$ cat config.mk
export PLATFORM = sky130hd
export DESIGN_NAME = vpu_sprite_ram_arbiter
export DESIGN_NICKNAME = d
export VERILOG_FILES = /design/src/rtl/vpu_sprite_ram_arbiter.sv
export SDC_FILE = /design/constraint.sdc
export NUM_CORES = 1
export LEC_CHECK = 0
export ABC_AREA = 1
export CELL_PAD_IN_SITES_DETAIL_PLACEMENT = 0
export CELL_PAD_IN_SITES_GLOBAL_PLACEMENT = 1
export CORE_UTILIZATION = 24
export CTS_CLUSTER_SIZE = 8
export DETAILED_ROUTE_END_ITERATION = 8
export HOLD_SLACK_MARGIN = 0.05
export MAX_ROUTING_LAYER = met4
export PLACE_DENSITY = 0.95
export SLEW_MARGIN = 20
export SYNTH_ARGS = -nofsm -noshare
export SYNTH_HDL_FRONTEND = slang
export SYNTH_SLANG_ARGS = --single-unit
$ cat constraint.sdc
create_clock -name clk -period 3.7 [get_ports clk]
set_clock_uncertainty 0.2 [all_clocks]
set_input_delay 0.37 -clock clk [delete_from_list [all_inputs] [get_ports clk]]
set_output_delay 0.37 -clock clk [all_outputs]
set_load 0.005 [all_outputs]
$ cat src/rtl/vpu_sprite_ram_arbiter.sv
// Sprite RAM arbiter: the VPU loader owns the port whenever vpu_en is high; the CPU borrows idle
// cycles through a req/ack handshake (grant cycle, then ack cycle), with a sticky starvation flag.
module vpu_sprite_ram_arbiter #(
  parameter int ADDR_W       = 10,
  parameter int DATA_W       = 32,
  parameter int STARVE_LIMIT = 64
) (
  input  logic                clk,
  input  logic                rst_n,
  input  logic                vpu_en,
  input  logic [ADDR_W-1:0]   vpu_addr,
  output logic [DATA_W-1:0]   vpu_dout,
  output logic                vpu_valid,
  input  logic                cpu_req,
  input  logic                cpu_we,
  input  logic [ADDR_W-1:0]   cpu_addr,
  input  logic [DATA_W-1:0]   cpu_wdata,
  input  logic [DATA_W/8-1:0] cpu_be,
  output logic                cpu_ack,
  output logic [DATA_W-1:0]   cpu_rdata,
  output logic                cpu_starved,
  input  logic                status_clr,
  output logic                ram_en,
  output logic [DATA_W/8-1:0] ram_we,
  output logic [ADDR_W-1:0]   ram_addr,
  output logic [DATA_W-1:0]   ram_din,
  input  logic [DATA_W-1:0]   ram_dout
);

  localparam int BE_W  = DATA_W / 8;
  localparam int CNT_W = $clog2(STARVE_LIMIT + 1);
  localparam logic [CNT_W-1:0] LIMIT = CNT_W'(STARVE_LIMIT);

  typedef enum logic {S_IDLE = 1'b0, S_ACK = 1'b1} state_e;

  state_e            state_q, state_d;
  logic              grant;
  logic              rd_q, rd_d;
  logic [DATA_W-1:0] rdata_q, rdata_d;
  logic [CNT_W-1:0]  wait_q, wait_d;
  logic              starved_q, starved_d;
  logic              vpu_valid_q;

  assign grant = (state_q == S_IDLE) && cpu_req && !vpu_en;

  always_ff @(posedge clk or negedge rst_n) begin
    if (!rst_n) begin
      state_q     <= S_IDLE;
      rd_q        <= 1'b0;
      rdata_q     <= '0;
      wait_q      <= '0;
      starved_q   <= 1'b0;
      vpu_valid_q <= 1'b0;
    end else begin
      state_q     <= state_d;
      rd_q        <= rd_d;
      rdata_q     <= rdata_d;
      wait_q      <= wait_d;
      starved_q   <= starved_d;
      vpu_valid_q <= vpu_en;
    end
  end

  // Never grant in ACK: this forces the dead cycle between CPU accesses.
  always_comb begin
    state_d = state_q;
    case (state_q)
      S_IDLE:  if (grant) state_d = S_ACK;
      S_ACK:   state_d = S_IDLE;
      default: state_d = S_IDLE;
    endcase
  end

  always_comb begin
    rd_d      = rd_q;
    rdata_d   = rdata_q;
    wait_d    = wait_q;
    starved_d = starved_q;
    if (grant) rd_d = !cpu_we;
    if (state_q == S_ACK && rd_q) rdata_d = ram_dout;
    if (grant || !cpu_req) begin
      wait_d = '0;
    end else if (state_q == S_IDLE && vpu_en && wait_q != LIMIT) begin
      wait_d = wait_q + CNT_W'(1);
    end
    // Set has priority over a coincident clear.
    if (status_clr) starved_d = 1'b0;
    if (wait_d == LIMIT) starved_d = 1'b1;
  end

  always_comb begin
    cpu_ack     = (state_q == S_ACK);
    cpu_rdata   = (cpu_ack && rd_q) ? ram_dout : rdata_q;
    cpu_starved = starved_q;
    vpu_valid   = vpu_valid_q;
    vpu_dout    = ram_dout;
    ram_din     = cpu_wdata;
    ram_en      = 1'b0;
    ram_we      = '0;
    ram_addr    = vpu_addr;
    if (vpu_en) begin
      ram_en   = 1'b1;
    end else if (grant) begin
      ram_en   = 1'b1;
      ram_addr = cpu_addr;
      ram_we   = cpu_we ? cpu_be : {BE_W{1'b0}};
    end
  end

endmodule

# == Word-level counts from Yosys, hierarchy flattened ==
# Index checks and enable logic that the tools add are counted.
# Widths: inputs -> output; s select.
# classes
muxes,13
bitwise_logic,1
n_addsub,1
n_reduce_logical,10
eq_ne,2
# op_table
op,count
$mux 32,1
$mux 10,2
$mux 7,2
$mux 4,3
$add 7x1->7 const B,1
$eq 7x7->1 const B,1
$ne 7x7->1 const B,1
$logic_and 1x1->1,5
$mux 1,4
$logic_not 1->1,3
$pmux 1 s2,1
$reduce_bool 2->1,1
$logic_or 1x1->1,1
$not 1->1,1
# totals
regBits,43
inputBits,94

# == Logic depth before layout (Yosys ltp) ==
# depth
word_depth,7
depth_mapped,13
mapped_depth_nobuf,13

# == Least setup slack after synthesis ==
# No wires, ideal clock.
# synth_timing
kind,register to output
startpoint,"register state_q, in the netlist cpu_ack"
endpoint,output cpu_rdata[10]
setup_slack_ps,1962
stages_incl_launch_ff,4
arrival_time_ps,1168
required_ps,3130
n_path_buf,1
cell_sequence,dfrtp_1 nand2_2 buf_2 mux2_1
# synth_between
elab_chain_len,2
# synth_lines
element,line,text
start: declaration,36,"state_e state_q, state_d;"
start signal: assignment,55,state_q <= state_d;
$logic_and 1x1->1,93,cpu_rdata = (cpu_ack && rd_q) ? ram_dout : rdata_q;
$mux 32,--,
end: declaration,20,"output logic [DATA_W-1:0] cpu_rdata,"
# No other way between the ends.

# == Worst setup path after layout ==
# layout_timing
startpoint,"register state_q, in the netlist cpu_ack"
endpoint,output cpu_rdata[0]
# The elaborated chain is that of the path after synthesis.

==> flow_summary.json <==
{
  "syn_nets": 358,
  "die_h_um": 104,
  "antenna_found_initial": 0,
  "cts.repair.resized": 0,
  "fmax_mhz": 343,
  "chipWidth_um": 104,
  "holdBufCountCts": 0,
  "synthCells": 262,
  "fin_ws_ns": 0.784,
  "muxShareOfSynthArea_pct": 14.3,
  "avgRoutedWirePerCell_um": 12.8,
  "cts_made_buffers": 5,
  "arrival_ns": 2.35,
  "finalSetupViolCount": 0,
  "min-delay-start": "rdata_q[15]",
  "period_share_pct": 78.8,
  "synth_cell_type_count": 26,
  "hold_class": "flip-flop to flip-flop",
  "run_status": "complete, no violations",
  "post-route-util_pct": 36.1,
  "boundaryPins": 208,
  "crit_slowest_cell": "nand2_2",
  "portBuffers": 143,
  "grt_pass1_wl_um": 9910,
  "synthSimpleGateAreaFrac_pct": 17.8,
  "grt.busiest_layer": "met2",
  "worstSkewPairLatency_ns": 0.29,
  "final_common_cell": "clkdlybuf4s50_1",
  "grt_pass1_vias": 1997,
  "core-area_um2": 10200,
  "drc_errors": 0,
  "cts.sinks": 43,
  "synth_top_area_share_pct": 42.7,
  "diodes": 0,
  "drtIter0Drc": 64,
  "multiInputGateArea_um2": 860,
  "yosysWarnings": 0,
  "first_pass_iters": 4,
  "cpPeakStageDelay_ns": 0.52,
  "yosysTopAreaCell": "dfrtp_1",
  "regArea_um2": 1080,
  "slew_headroom_pct": 47.6,
  "slew_violations": 0,
  "floorplan.initialDensity_pct": 24.6,
  "clk_pin_slew_ns": 0.08,
  "worstHoldPathCells": 1,
  "critPathMaxFanout": 32,
  "power.density_nw_per_um2": 414,
  "synthTopCellsByArea": "dfrtp_1, buf_4, mux2_1",
  "dpl.hpwl_um": 4930,
  "gr-total-overflow": 0,
  "layout_common_cells": "clkdlybuf4s50_1, nand2_1, dfrtp_1",
  "clockBufferDepth": 2,
  "period_needed_ns": 2.92,
  "r2r-end": "rdata_q[10]",
  "gr-usage-met2_pct": 20.1,
  "min_to": "rdata_q[15]",
  "cp_cell_sequence": "nand2_2 -> mux2_1 -> clkdlybuf4s50_1",
  "grt_max_degree": 44,
  "cts_tree": "built",
  "crit_buf_inv": 1,
  "wirelength_um": 6150,
  "syn_to_final_growth_pct": 46.7,
  "ir_drop_v": 0.000204,
  "hold_viol_final": 0,
  "crit_family": "simple AND/OR/NAND/NOR gates",
  "leakage_nw": 1.62,
  "ant_nets": 0,
  "rr_worst_depth": 2,
  "crit_path_end_kind": "output pin",
  "fillers": 996,
  "synthAdderAreaFrac_pct": 0.993,
  "start_kind": "flip-flop",
  "syn_area_per_cell_um2": 9.62,
  "fin_tns_setup_ns": 0,
  "drive_above_1_share_pct": 6.10,
  "maxCapViolations": 0,
  "synth_top_family_by_area": "buffers and inverters",
  "clockRootBuffer": "clkbuf_8",
  "gp_congestion": 0.815,
  "met3_usage_pct": 2.38,
  "row_count": 37,
  "cts_setup_buffers": 0,
  "ys_ff_latch": 43,
  "synthXorXnorAreaFrac_pct": 0.348,
  "met1_usage_pct": 12.9,
  "worstPathRequired_ns": 3.13,
  "vias_per_cell": 4.09,
  "reg2reg_setup_slack_ns": 1.79,
  "synth.cell_area_um2": 2520,
  "track_usage_pct": 11.7,
  "dp_slack_ns": 0.822,
  "dieArea_um2": 10900,
  "tightest_slew_ns": 0.784,
  "r2r-start": "cpu_ack",
  "nets": 439,
  "path_class": "flip-flop to output pin",
  "rsz0062_at_grt": "no",
  "cts.htree.levels": 2,
  "dr_total_vias": 1961,
  "yosysSeqAreaShare_pct": 42.7,
  "synth-compound-area-share_pct": 0.695
}
-- synthesized netlist by cell type --
cell type	count
nand3_1	11
nand3_4	1
nor2_1	7
inv_2	3
a21boi_1	1
dfrtp_1	43
nand4_1	2
nor2_4	3
nand3_2	1
buf_4	64
nand2_4	1
nand2_2	1
nand2_1	60
inv_1	14
buf_2	5
ha_1	2
buf_6	1
o21ai_0	1
or2_0	1
o21ai_1	1
xor2_1	1
mux2_1	32
clkinv_1	1
nor3_4	1
nor2_2	2
nand3b_1	2
-- layout make-up --
class                   instances  area share (%)
inverters                      18            1.83
clock buffers                   6            1.96
clock inverters                 2           0.338
repair buffers                144            38.9
multi-input cells             131            23.2
well taps                     136            4.60
flip-flops and latches         43            29.1
-- how the worst max path moves through the flow --
stage | start | to | slack, ns | cells past startpoint
detailed placement | vpu_en | ram_we[1] | 0.82 | 5
global route | cpu_ack | cpu_rdata[0] | 0.56 | 3
floorplan | cpu_ack | cpu_rdata[10] | 1.96 | 3
CTS | cpu_ack | cpu_rdata[0] | 0.70 | 3
finish | cpu_ack | cpu_rdata[0] | 0.78 | 3
global placement | vpu_en | ram_we[0] | 0.86 | 5
-- flip-flops by register name (all words and copies together) (netlist names) --
name and flops:
rdata_q 32, cpu_starved 1, vpu_valid 1, rd_q 1, wait_q 7, cpu_ack 1
-- through the flow --
stage / power [mW] / area, µm² / instances / hold WS (ns)
after detailed placement: 1.26 / 3600 / 471 / 0.276
after CTS: 1.56 / 3680 / 479 / 0.0581
final: 1.53 / 3700 / 480 / 0.295
after global routing: 1.64 / 3700 / 480 / 0.317
after floorplan: 0.873 / 2520 / 262 / -0.126
after global placement: 1.24 / 3600 / 471 / 0.264
-- cells by family (layout without fill, tap and decap cells) --
group                      Yosys count  in the layout
muxes                               32             32
buffers and inverters               88            170
adders and majority gates            2              2
AOI/OAI and AO/OA                    3              3
and+or+nand+nor                     93             93
DFF                                 43             43
xor gates and xnor gates             1              1
-- power breakdown --
group | leakage [nW] | internal (mW) | switching, mW
registers | 0.519 | 0.597 | 0.0355
logic | 1.06 | 0.394 | 0.215
clock network | 0.0412 | 0.132 | 0.157
total | 1.62 | 1.12 | 0.408
-- routing by layer --
metal	wire length [µm]	share of wire (%)
met3	521	8.5
met2	3030	49
met5	0	0
met1	2390	39
met4	207	3.4
No activity file was read; power rests on OpenSTA's default activity.
